### config.mk
export PLATFORM = sky130hd
export DESIGN_NAME = dmem_access_ctrl_flat
export DESIGN_NICKNAME = d
export VERILOG_FILES = /design/src/rtl/dmem_access_ctrl_if.sv /design/src/rtl/dmem_access_ctrl.sv /design/src/flat_wrapper.sv
export SDC_FILE = /design/constraint.sdc
export NUM_CORES = 1
export LEC_CHECK = 0
export CAP_MARGIN = 10
export CORE_AREA = 2 2 105 107
export CTS_CLUSTER_DIAMETER = 100
export DETAILED_ROUTE_END_ITERATION = 10
export DIE_AREA = 0 0 107 109
export PLACE_DENSITY_LB_ADDON = 0.3
export SETUP_SLACK_MARGIN = 0.02
export SYNTH_ARGS = -nofsm -noshare
export SYNTH_HDL_FRONTEND = slang
export SYNTH_SLANG_ARGS = --single-unit
export TNS_END_PERCENT = 30
### constraint.sdc
create_clock -name clk -period 2.2 [get_ports clk]
set_clock_uncertainty 0.2 [all_clocks]
set_input_delay 0.66 -clock clk [delete_from_list [all_inputs] [get_ports clk]]
set_output_delay 0.66 -clock clk [all_outputs]
set_load 0.005 [all_outputs]
### src/rtl/dmem_access_ctrl_if.sv
// Data-bus interface between the data-memory access controller (master) and
// the SRAM-like data bus slave.
//   req      master -> slave  request valid, held until addr_ok
//   wr       master -> slave  1 = write
//   size     master -> slave  0 = byte, 1 = half, 2 = word
//   addr     master -> slave  byte address
//   wdata    master -> slave  byte-lane-aligned write data
//   wstrb    master -> slave  byte strobes
//   addr_ok  slave -> master  request accepted
//   data_ok  slave -> master  read data valid / write complete
//   rdata    slave -> master  read data
interface dmem_access_ctrl_if;
    logic        req;
    logic        wr;
    logic [1:0]  size;
    logic [31:0] addr;
    logic [31:0] wdata;
    logic [3:0]  wstrb;
    logic        addr_ok;
    logic        data_ok;
    logic [31:0] rdata;

    modport master (
        output req, wr, size, addr, wdata, wstrb,
        input  addr_ok, data_ok, rdata
    );

    modport slave (
        input  req, wr, size, addr, wdata, wstrb,
        output addr_ok, data_ok, rdata
    );
endinterface

### src/rtl/dmem_access_ctrl.sv
// Data-memory access controller. Turns a MEM-stage access into a single
// transaction on the SRAM-like data bus, stalls the pipeline until it
// completes, and captures load data for writeback. A flush while a
// transaction is outstanding never withdraws a request and always consumes
// the matching response.
//
// Ports
//   clk, rst        clock, synchronous active-high reset
//   mem_en_i        MEM-stage access valid (already exception-masked)
//   mem_wen_i       byte write enables, 0000 = load
//   mem_size_i      load size: 0 byte, 1 half, 2 word
//   mem_addr_i      access address
//   mem_wdata_i     lane-aligned store data
//   flush_i         pipeline flush
//   pipe_stall_i    MEM stage held by another source
//   stall_o         hold MEM stage and upstream
//   rdata_o         captured load data
//   rdata_valid_o   rdata_o / access result valid for current MEM instruction
//   data_bus        data-bus master port
//
// state  | meaning
// IDLE   | no access in flight; latch fields when an access arrives
// REQ    | data_req_o high, waiting for addr_ok
// WAIT   | request accepted, waiting for data_ok
// DONE   | access complete, pipeline released, waiting for MEM to advance
// DRAIN  | access was flushed; swallow its response
module dmem_access_ctrl (
    input  logic        clk,
    input  logic        rst,
    input  logic        mem_en_i,
    input  logic [3:0]  mem_wen_i,
    input  logic [1:0]  mem_size_i,
    input  logic [31:0] mem_addr_i,
    input  logic [31:0] mem_wdata_i,
    input  logic        flush_i,
    input  logic        pipe_stall_i,
    output logic        stall_o,
    output logic [31:0] rdata_o,
    output logic        rdata_valid_o,
    dmem_access_ctrl_if.master data_bus
);

    typedef enum logic [2:0] {
        S_IDLE,
        S_REQ,
        S_WAIT,
        S_DONE,
        S_DRAIN
    } state_t;

    state_t      state;
    logic        kill;
    logic        req_q;
    logic        wr_q;
    logic [1:0]  size_q;
    logic [31:0] addr_q;
    logic [31:0] wdata_q;
    logic [3:0]  wstrb_q;
    logic [31:0] rdata_q;
    logic        rvalid_q;

    logic [1:0]  enc_size;
    logic [1:0]  enc_addr_lo;

    // Stores derive size and low address bits from the strobe pattern so
    // partial-word stores (swl/swr style) go out as aligned word writes.
    always_comb begin
        enc_size    = 2'd2;
        enc_addr_lo = 2'b00;
        case (mem_wen_i)
            4'b0000: begin
                enc_size    = mem_size_i;
                enc_addr_lo = mem_addr_i[1:0];
            end
            4'b0001: begin enc_size = 2'd0; enc_addr_lo = 2'b00; end
            4'b0010: begin enc_size = 2'd0; enc_addr_lo = 2'b01; end
            4'b0100: begin enc_size = 2'd0; enc_addr_lo = 2'b10; end
            4'b1000: begin enc_size = 2'd0; enc_addr_lo = 2'b11; end
            4'b0011: begin enc_size = 2'd1; enc_addr_lo = 2'b00; end
            4'b1100: begin enc_size = 2'd1; enc_addr_lo = 2'b10; end
            default: begin enc_size = 2'd2; enc_addr_lo = 2'b00; end
        endcase
    end

    always_ff @(posedge clk) begin
        if (rst) begin
            state    <= S_IDLE;
            kill     <= 1'b0;
            req_q    <= 1'b0;
            wr_q     <= 1'b0;
            size_q   <= 2'd0;
            addr_q   <= 32'd0;
            wdata_q  <= 32'd0;
            wstrb_q  <= 4'd0;
            rdata_q  <= 32'd0;
            rvalid_q <= 1'b0;
        end else begin
            case (state)
                S_IDLE: begin
                    if (mem_en_i && !flush_i) begin
                        wr_q    <= |mem_wen_i;
                        size_q  <= enc_size;
                        addr_q  <= {mem_addr_i[31:2], enc_addr_lo};
                        wdata_q <= mem_wdata_i;
                        wstrb_q <= mem_wen_i;
                        req_q   <= 1'b1;
                        state   <= S_REQ;
                    end
                end
                S_REQ: begin
                    // A flush cannot retract the request; remember it and
                    // drain the response once the slave has accepted.
                    kill <= kill | flush_i;
                    if (data_bus.addr_ok) begin
                        req_q <= 1'b0;
                        state <= (kill || flush_i) ? S_DRAIN : S_WAIT;
                    end
                end
                S_WAIT: begin
                    if (data_bus.data_ok) begin
                        if (flush_i) begin
                            state <= S_IDLE;
                        end else begin
                            if (!wr_q) begin
                                rdata_q <= data_bus.rdata;
                            end
                            rvalid_q <= 1'b1;
                            state    <= S_DONE;
                        end
                    end else if (flush_i) begin
                        state <= S_DRAIN;
                    end
                end
                S_DONE: begin
                    if (!pipe_stall_i || flush_i) begin
                        rvalid_q <= 1'b0;
                        state    <= S_IDLE;
                    end
                end
                S_DRAIN: begin
                    if (data_bus.data_ok) begin
                        kill  <= 1'b0;
                        state <= S_IDLE;
                    end
                end
                default: begin
                    req_q    <= 1'b0;
                    rvalid_q <= 1'b0;
                    kill     <= 1'b0;
                    state    <= S_IDLE;
                end
            endcase
        end
    end

    // The IDLE term stalls in the same cycle the access is first seen, so the
    // MEM instruction cannot slip past before its request has issued.
    assign stall_o = (state == S_IDLE && mem_en_i && !flush_i) ||
                     (state == S_REQ) || (state == S_WAIT) || (state == S_DRAIN);

    assign rdata_o       = rdata_q;
    assign rdata_valid_o = rvalid_q;

    assign data_bus.req   = req_q;
    assign data_bus.wr    = wr_q;
    assign data_bus.size  = size_q;
    assign data_bus.addr  = addr_q;
    assign data_bus.wdata = wdata_q;
    assign data_bus.wstrb = wstrb_q;

endmodule
### src/flat_wrapper.sv
// flat-port wrapper written by rule: the top's interface ports become plain ports
module dmem_access_ctrl_flat 
  (clk, rst, mem_en_i, mem_wen_i, mem_size_i, mem_addr_i, mem_wdata_i, flush_i, pipe_stall_i, stall_o, rdata_o, rdata_valid_o, data_bus_req, data_bus_wr, data_bus_size, data_bus_addr, data_bus_wdata, data_bus_wstrb, data_bus_addr_ok, data_bus_data_ok, data_bus_rdata);
  dmem_access_ctrl_if data_bus_i ();
  input  logic clk;
  input  logic rst;
  input  logic mem_en_i;
  input  logic [3:0] mem_wen_i;
  input  logic [1:0] mem_size_i;
  input  logic [31:0] mem_addr_i;
  input  logic [31:0] mem_wdata_i;
  input  logic flush_i;
  input  logic pipe_stall_i;
  output logic stall_o;
  output logic [31:0] rdata_o;
  output logic rdata_valid_o;
  output wire logic [$bits(data_bus_i.req)-1:0] data_bus_req;
  output wire logic [$bits(data_bus_i.wr)-1:0] data_bus_wr;
  output wire logic [$bits(data_bus_i.size)-1:0] data_bus_size;
  output wire logic [$bits(data_bus_i.addr)-1:0] data_bus_addr;
  output wire logic [$bits(data_bus_i.wdata)-1:0] data_bus_wdata;
  output wire logic [$bits(data_bus_i.wstrb)-1:0] data_bus_wstrb;
  input wire logic [$bits(data_bus_i.addr_ok)-1:0] data_bus_addr_ok;
  input wire logic [$bits(data_bus_i.data_ok)-1:0] data_bus_data_ok;
  input wire logic [$bits(data_bus_i.rdata)-1:0] data_bus_rdata;
  assign data_bus_req = data_bus_i.req;
  assign data_bus_wr = data_bus_i.wr;
  assign data_bus_size = data_bus_i.size;
  assign data_bus_addr = data_bus_i.addr;
  assign data_bus_wdata = data_bus_i.wdata;
  assign data_bus_wstrb = data_bus_i.wstrb;
  assign data_bus_i.addr_ok = data_bus_addr_ok;
  assign data_bus_i.data_ok = data_bus_data_ok;
  assign data_bus_i.rdata = data_bus_rdata;
  dmem_access_ctrl u_core (.clk(clk), .rst(rst), .mem_en_i(mem_en_i), .mem_wen_i(mem_wen_i), .mem_size_i(mem_size_i), .mem_addr_i(mem_addr_i), .mem_wdata_i(mem_wdata_i), .flush_i(flush_i), .pipe_stall_i(pipe_stall_i), .stall_o(stall_o), .rdata_o(rdata_o), .rdata_valid_o(rdata_valid_o), .data_bus(data_bus_i));
endmodule
==> results of run 1 <==
==> tightest hold or removal path, delay by kind of cell (launching register included) <==
family             cells  cell delay (ns)
DFF                    1             0.32
AOI/OAI and AO/OA      1             0.05
and+or+nand+nor        1             0.05
==> stage by stage <==
stage | std cells | power (W) | hold slack, ns | instance area (µm²) | setup WS, ns
2_1_floorplan | 509 | 0.00251 | 0.248 | 3990 | 0.256
3_3_place_gp | 850 | 0.00305 | 0.241 | 6420 | -0.582
3_5_place_dp | 850 | 0.00306 | 0.245 | 6420 | -0.586
4_1_cts | 866 | 0.00456 | 0.259 | 6680 | 0.0109
5_1_grt | 866 | 0.00473 | 0.275 | 6680 | 0.0208
6_report | 866 | 0.00449 | 0.256 | 6680 | 0.0595
==> how the worst max path moves through the flow <==
stage | endpoint | slack, ns | cells past startpoint
2_1_floorplan | u_core.data_bus.addr[1]$_SDFFE_PP0P_ | 0.26 | 5
3_3_place_gp | stall_o | -0.58 | 5
3_5_place_dp | stall_o | -0.59 | 5
4_1_cts | stall_o | 0.01 | 5
5_1_grt | stall_o | 0.02 | 5
6_report | stall_o | 0.06 | 5
==> cell type report <==
| cell class | count | area (µm²) | share of cell area [%] |
|---|---|---|---|
| flip-flops and latches | 109 | 2190 | 32.7 |
| clock inverters | 3 | 90.1 | 1.35 |
| repair buffers | 239 | 2400 | 36.0 |
| inverters | 2 | 7.51 | 0.112 |
| multi-input cells | 360 | 1650 | 24.7 |
| well taps | 140 | 175 | 2.62 |
| clock buffers | 13 | 169 | 2.53 |
==> power by group through the flow <==
stage                     Sequential, W  Combinational, W  Clock [W]
after detailed placement        0.00219          0.000872          0
after CTS                       0.00215          0.000872    0.00153
after global routing            0.00217          0.000951    0.00161
final                           0.00215          0.000861    0.00148
after global placement          0.00219          0.000862          0
after floorplan                 0.00219          0.000315          0
==> layout by cell type (no fill, tap or decap), types with 2 or more instances in the layout <==
master / count
sky130_fd_sc_hd__nor2b_1: 3
sky130_fd_sc_hd__bufinv_16: 3
sky130_fd_sc_hd__a21oi_1: 106
sky130_fd_sc_hd__nor3_1: 4
sky130_fd_sc_hd__dfxtp_2: 4
sky130_fd_sc_hd__buf_12: 7
sky130_fd_sc_hd__clkdlybuf4s50_1: 210
sky130_fd_sc_hd__nor2_1: 6
sky130_fd_sc_hd__buf_4: 19
sky130_fd_sc_hd__o21ai_0: 6
sky130_fd_sc_hd__inv_1: 2
sky130_fd_sc_hd__nand3b_1: 3
sky130_fd_sc_hd__dfxtp_1: 105
sky130_fd_sc_hd__clkbuf_8: 12
sky130_fd_sc_hd__nand2_1: 203
sky130_fd_sc_hd__a211oi_1: 4
sky130_fd_sc_hd__o31ai_1: 2
==> registers in the layout, indices dropped and copies added (netlist names) <==
name	flops
u_core.state	3
u_core.data_bus.wr	1
u_core.data_bus.addr	32
u_core.kill	1
u_core.rdata_valid_o	1
u_core.data_bus.size	2
u_core.data_bus.req	1
u_core.data_bus.wstrb	4
u_core.rdata_o	32
u_core.data_bus.wdata	32
==> kinds of logic after synthesis <==
group | synth area share [%]
flip-flops | 54.8
buffers and inverters | 4.36
AND/OR/NAND/NOR | 23.7
AO/OA/AOI/OAI | 16.9
multiplexers | 0.251
==> per-layer routing <==
metal  up-vias  GRT usage (%)  wire length [µm]
met5         -              0                 0
met4         0           8.16               260
met3        20           7.41              1210
met2       175           33.5              5590
met1      1819           23.2              4690
li1       2085              -                 -
==> results by stage, run 1 <==
Status:
- The run finished with clean final reports.

Placed design:
- The post-DP HPWL is about 8700 µm.
- Input and output buffers added on the ports amount to approximately 210.
- Routability-driven placement finished with a final weighted congestion of about 0.8.

Setup path:
- The signal on the critical path passes through dlygate4sd2_1 > nand2b_4 > nand2_1 > and3_1 > buf_2.
- The worst setup path is of the primary input to primary output kind.
- The worst-path cell with the longest stage delay is sky130_fd_sc_hd__dlygate4sd2_1.
- The number of buffers and inverters on the critical path is 2.
- In this run the worst setup path begins at mem_en_i.
- The maximum net fanout on the critical path is 2.
- The endpoint class of the critical path is a primary output.
- The startpoint kind of the worst setup timing path is a primary input.
- The arrival time of data at the critical path endpoint is 1.28 ns.
- Broken down by cell family, the worst path's largest delay share belongs to buffers and inverters.
- The reg2reg setup slack is 0.51 ns.
- The worst reg-to-reg path cell count is 6.
- The launch instance of the worst register-to-register path is u_core.state[2]$_SDFFE_PP0P_.
- The critical path data required time is around 1.3 ns.
- The endpoint identified for the worst register-to-register timing path is u_core.data_bus.addr[0]$_SDFFE_PP0P_.
- The delay of the slowest critical-path stage is 0.26 ns.

Worst hold path:
- Counting instances, the worst hold path has a depth of 2.
- The terminating pin of the worst hold path is u_core.data_bus.wdata[21]$_SDFFE_PP0P_.
- The startpoint identified for the worst hold timing path is u_core.data_bus.wdata[21]$_SDFFE_PP0P_.
- The tightest min-delay check is of the register to register type.

Job:
- The number of max-cap violations is 0.

Clock tree:
- The clock drives 109 sinks.
- Clock-pin slew was measured on the worst setup and hold paths at 0.09 ns.
- The number of gates resized after cts is 9.
- Buffers added to address setup during post-CTS repair amount to 0.
- The tree is rooted in a sky130_fd_sc_hd__clkbuf_8.
- The count of H-tree levels built during CTS is 3.
- After clock tree synthesis, the flow added hold-fix buffers numbering 0.
- No sink is reached through more buffers than the 2 on the longest clock path.
- The clock reaches the later pin of the worst-skew pair after 0.36 ns.
- The CTS tree is done.
- The number of clock buffers added by TritonCTS is 9.

Yosys:
- The number of enable-type register cells in the synthesized netlist is 0.
- The cell type contributing the most total cell area after synthesis is sky130_fd_sc_hd__dfxtp_1.
- Counting distinct cell types in the post-synthesis netlist gives 33.
- The net count after synthesis is slightly above 600.
- Counting flops with an async set or reset pin after synthesis yields a share of 0%.
- Synthesis handed over a netlist of 509 instances.
- Ranked by total cell area, the synthesized netlist is headed by sky130_fd_sc_hd__dfxtp_1 55%, sky130_fd_sc_hd__nand2_1 19%, sky130_fd_sc_hd__a21oi_1 13%, sky130_fd_sc_hd__clkbuf_1 2.3%, sky130_fd_sc_hd__buf_2 1.6%.
- Of the synthesized area, sequential elements account for about 55%.
- The average instance area after synthesis is 7.83 µm².
- The total number of yosys warnings is 0.
- The most used flip-flop cell after synthesis is sky130_fd_sc_hd__dfxtp_1.
- After synthesis, the largest area contributor takes up 54.8% of total cell area.
- Synthesis inferred 109 register bits.
- The most common cell in the netlist is sky130_fd_sc_hd__nand2_1.
- After synthesis, the most frequently instantiated cells are 203 x sky130_fd_sc_hd__nand2_1, 109 x sky130_fd_sc_hd__dfxtp_1, 106 x sky130_fd_sc_hd__a21oi_1, 24 x sky130_fd_sc_hd__clkbuf_1, 13 x sky130_fd_sc_hd__buf_2.
- The cell area after synthesis is between 3000 and 4000 µm².

Timing:
- At the pin with the least slew margin, the transition time is 0.466 ns.
- The final cycle utilization of the critical path is 97.3%.
- The minimum period implied by the final worst setup slack is roughly 2.1 ns.
- The top achievable clock speed is 0.467 GHz.
- The total of endpoints with negative setup slack in the final report is 0.
- The final hold violation count is 0.
- Setup repair after global routing left no endpoint under its margin.
- After routing, the total negative slack on setup checks comes to 0 ns.
- The max-slew violation count was 0.
- The worst pin sits at a relative slew slack of between 60 and 70%.

Detailed routing:
- For this run, design rule violations remaining after detail routing come to 0.
- After detailed routing, the average wire length per cell comes to 13.6 µm.
- In this run the remaining antenna-violating nets after routing total 0.
- The initial DRC count is 219.
- Dividing the detail-routed via count by the number of cells gives approximately 4.7.
- For this block, the via count after detailed routing is ~4,100.
- The final layout contains routed wiring with a total length of 11,700 µm.
- The first-pass iteration count of the detailed router is 5.

Layout:
- The layout has about 900 filler cells.
- The antenna diode count is 0.
- From synthesis to final layout, the design area changed by 67.6%.
- The final standard cell utilization of the core is 63.0%.
- Of the cells placed in the final design, the portion with a size suffix greater than 1 is 7.02%.
- The final net count is 830.

GRT:
- The total track usage is 20.0%.
- The initial antenna violation count is 0.
- The largest net degree at the start of global routing is 42.
- The first global-routing pass estimated 18,700 µm of wire.
- The number of global-route vias before repair is 3,959.
- The aggregate global routing overflow is 0.

Power:
- The combinational power share is 19.2%.
- The largest vdd supply drop is roughly 0.32 mV.
- The internal portion of the total power is 0.00344 W.
- Power spread over the standard cell area amounts to 672 nW/µm².
- The net switching power is around 0.0010 W.
- Net switching is 23.3% of the power.
- The leakage power is 2.36 nW.
- In this run, the clock network consumes 32.9% of the power.
- The fraction of power consumed by sequential logic is between 40% and 50%.

Floorplan:
- 215 I/O pins were placed.
- Once the floorplan was initialized, standard cells occupied 37.6% of the core.
- The chip width is 107 µm.
- In this run the vertical extent of the chip is 109 µm.
- The floorplan step defined a die boundary enclosing 11,700 µm².
- In this run the core area contains 38 standard-cell rows.
- The placeable core region is 10,600 µm².
No activity file was read; power rests on OpenSTA's default activity.
==> run 2: changes to the inputs <==
- CORE_AREA: 2 2 105 107 -> 2 2 103 105
- CTS_BUF_LIST: default -> sky130_fd_sc_hd__clkbuf_8
- DIE_AREA: 0 0 107 109 -> 0 0 105 107
==> run 2 against run 1 <==
Power fell by 1.8%. Via count rose by 3.6%. Die area fell by 3.7%. Final area rose by 0.81%. Global-route usage rose by 1.7 points. Register-to-register slack improved by 0.05 ns. Fmax rose by 1.1%. Clock power fell by 9%. Critical path type is now register to primary output. Critical endpoint is now data_bus_wstrb[3].
==> results by stage, run 2 (synthesis results as in run 1) <==
Status:
- Outcome: finished clean (unchanged).

Timing:
- The final cycle utilization of the critical path is 96.2% (was 97.3%).
- The minimum period implied by the final worst setup slack is 2.12 ns (was 2.14 ns).
- Unrepaired setup endpoints after global routing: false (unchanged).
- The final hold violation count came to 0 (unchanged).
- The total of endpoints with negative setup slack in the final report was 0 (unchanged).
- The top achievable clock speed is 0.472 GHz (was 0.467 GHz).
- The worst-margin pin slew is 0.574 ns (was 0.466 ns).
- The max-slew violation count is 0 (unchanged).
- The worst slew slack as a fraction of its limit came to 61.8% (was 68.9%).

Setup path:
- The delay of the slowest critical-path stage came to 0.56 ns (was 0.26 ns).
- The critical path data required time is 1.34 ns (about the same).
- The startpoint kind of the worst setup timing path is a register (was primary input).
- The endpoint class of the critical path is a primary output (unchanged).
- The arrival time of data at the critical path endpoint was 1.26 ns (was 1.28 ns).
- The maximum net fanout on the critical path came to 2 (unchanged).
- The worst flop-to-flop path endpoint is u_core.data_bus.addr[1]$_SDFFE_PP0P_ (was u_core.data_bus.addr[0]$_SDFFE_PP0P_).
- The reg2reg setup slack was 0.56 ns (was 0.51 ns).
- The worst-path cell with the longest stage delay is sky130_fd_sc_hd__clkdlybuf4s50_1 (was sky130_fd_sc_hd__dlygate4sd2_1).
- The classification of the worst setup path was register to primary output (was primary input to primary output).
- The total buffers and inverters traversed by the critical path is 1 (was 2).
- The kind of cell adding the most delay to the critical path is buffers and inverters (unchanged).
- The worst reg-to-reg path cell count is 5 (was 6).
- The launch instance of the worst register-to-register path is u_core.state[2]$_SDFFE_PP0P_ (unchanged).
- Crit path cell chain: clkdlybuf4s50_1 (was dlygate4sd2_1 > nand2b_4 > nand2_1 > and3_1 > buf_2).

Placed design:
- The post-DP HPWL is 9330 µm (was 8660 µm).
- The routability congestion estimate was 0.851 (was 0.797).
- The count of port buffers added during placement came to 214 (unchanged).
- The placement-stage cell area is 6510 µm² (was 6420 µm²).

Detailed routing:
- The wire length on met3 came to 1040 µm (was 1210 µm).
- The number of nets with antenna violations after detailed routing is 0 (unchanged).
- The met2 routed wirelength came to 6040 µm (was 5590 µm).
- The initial DRC count is 167 (was 219).
- The wire length per cell after detailed routing was 14.2 µm (was 13.6 µm).
- The first-pass iteration count of the detailed router is 6 (was 5).
- The post-detailed-routing wire length is 12,400 µm (was 11,700 µm).
- The top layer reached by signal wires is met4 (unchanged).
- The remaining design rule violation count is 0 (unchanged).
- The routed metal-1 wirelength is 5070 µm (was 4690 µm).
- The via total after detailed routing is 4,246 (was 4,099).
- The per-cell via count in the routed design is 4.89 (was 4.73).

Clock tree:
- The number of buffers added by the clock tree synthesis step is 9 (unchanged).
- The CTS tree was done (unchanged).
- The clock latency at the later pin of the worst-skew pair was 0.36 ns (about the same).
- The CTS clock-pin slew for the worst setup and hold paths is 0.10 ns (was 0.09 ns).
- The maximum clock path buffer count is 2 (unchanged).
- The root buffer cell was sky130_fd_sc_hd__clkbuf_8 (unchanged).
- The post-CTS setup repair buffer count is 0 (unchanged).
- The total number of clock tree sinks is 109 (unchanged).
- The count of H-tree levels built during CTS was 3 (unchanged).

GRT:
- The aggregate global routing overflow is 0 (unchanged).
- The total track usage came to 21.7% (was 20.0%).
- The largest net degree at the start of global routing is 54 (was 42).
- The first-pass GRT wire length is 19,700 µm (was 18,700 µm).
- The number of global-route vias before repair is 4,183 (was 3,959).
- The initial antenna violation count is 0 (unchanged).

Job:
- The number of max-cap violations came to 0 (unchanged).

Worst hold path:
- The terminating pin of the worst hold path is u_core.data_bus.wdata[30]$_SDFFE_PP0P_ (was u_core.data_bus.wdata[21]$_SDFFE_PP0P_).
- The launch instance of the worst min-delay path is u_core.data_bus.wdata[30]$_SDFFE_PP0P_ (was u_core.data_bus.wdata[21]$_SDFFE_PP0P_).
- The type of the most critical hold path was register to register (unchanged).
- The worst hold path cell count is 2 (unchanged).

Floorplan:
- The die area is 11,200 µm² (was 11,700 µm²).
- The number of top-level pins came to 215 (unchanged).
- The number of standard-cell rows in the floorplan is 37 (was 38).
- The effective utilization at floorplan is 39.5% (was 37.6%).
- The chip height came to 107 µm (was 109 µm).
- The chip width is 105 µm (was 107 µm).
- The placeable core region is 10,100 µm² (was 10,600 µm²).

Layout:
- The final standard cell area without fillers is 6730 µm² (was 6680 µm²).
- The number of fill cells is 850 (was 922).
- The share of post-route cells with drive strength above 1 was 8.05% (was 7.02%).
- Commonest cells after routing, fill and taps aside: 210 x sky130_fd_sc_hd__clkdlybuf4s50_1, 203 x sky130_fd_sc_hd__nand2_1, 106 x sky130_fd_sc_hd__a21oi_1, 105 x sky130_fd_sc_hd__dfxtp_1, 24 x sky130_fd_sc_hd__buf_4 (was 210 x sky130_fd_sc_hd__clkdlybuf4s50_1, 203 x sky130_fd_sc_hd__nand2_1, 106 x sky130_fd_sc_hd__a21oi_1, 105 x sky130_fd_sc_hd__dfxtp_1, 19 x sky130_fd_sc_hd__buf_4).
- The antenna diode count is 0 (unchanged).
- The layout overhead on the synthesized area is 68.9% (was 67.6%).
- The most common cell after layout, fill and taps aside is sky130_fd_sc_hd__clkdlybuf4s50_1 (unchanged).
- The final net count is 838 (was 830).

Power:
- The leakage power is 2.39 nW (was 2.36 nW).
- The total power draw is 0.00441 W (was 0.00449 W).
- The power per cell area is 654 nW/µm² (was 672 nW/µm²).
- The largest vdd supply drop is 0.356 mV (was 0.320 mV).
run 2: per-stage QoR:
step | util [%] | setup TNS [ns] | hold slack, ns | setup WS (ns) | instances
CTS | 66.7 | 0 | 0.261 | 0.0247 | 869
detailed placement | 64.5 | -20.46 | 0.245 | -0.599 | 854
finish | 66.7 | 0 | 0.257 | 0.0827 | 869
global route | 66.7 | 0 | 0.276 | 0.0283 | 869
floorplan | - | 0 | 0.248 | 0.256 | 509
global placement | 64.5 | -15.90 | 0.242 | -0.580 | 854
run 2: what timing repair did:
action / in CTS / in global routing
endpoints found under the hold margin: 0 / 0
resized for setup: 9 / 6
hold buffers: 0 / 0
setup endpoints to repair: 1 / 2
run 2: cell type report:
| class | count | area [µm²] | share of cell area [%] |
|---|---|---|---|
| timing repair buffer | 247 | 2500 | 37.2 |
| sequential | 109 | 2190 | 32.5 |
| multi-input combinational | 360 | 1650 | 24.5 |
| tap | 136 | 170 | 2.53 |
| clock buffer | 9 | 124 | 1.84 |
| clock inverter | 6 | 95.1 | 1.41 |
| inverter | 2 | 7.51 | 0.112 |
run 2: worst max path at each step:
stage | startpoint | to | depth (start not counted)
6_report | u_core.data_bus.wstrb[3]$_SDFFE_PP0P_ | data_bus_wstrb[3] | 1
5_1_grt | u_core.state[2]$_SDFFE_PP0P_ | stall_o | 4
4_1_cts | u_core.data_bus.wr$_SDFFE_PP0P_ | data_bus_wr | 1
3_5_place_dp | flush_i | stall_o | 5
3_3_place_gp | flush_i | stall_o | 5
2_1_floorplan | flush_i | u_core.data_bus.addr[1]$_SDFFE_PP0P_ | 5
run 2: where the power goes:
group          internal [W]  leakage (nW)  switching, W
combinational      0.000547          1.39      0.000373
sequential          0.00208         0.887     0.0000670
clock              0.000648         0.104      0.000691
total               0.00328          2.39       0.00113
run 2: tightest hold or removal path, stage by stage (launching register included):
cell and delay [ns]:
sky130_fd_sc_hd__dfxtp_1 0.32, sky130_fd_sc_hd__nand2_1 0.05, sky130_fd_sc_hd__a21oi_1 0.05
run 2: metal layers:
| layer | vias to the layer above | GRT usage, % |
|---|---|---|
| met5 | - | 0 |
| met4 | 0 | 7.52 |
| met3 | 22 | 7.11 |
| met2 | 178 | 38.0 |
| met1 | 1938 | 24.8 |
| li1 | 2108 | - |
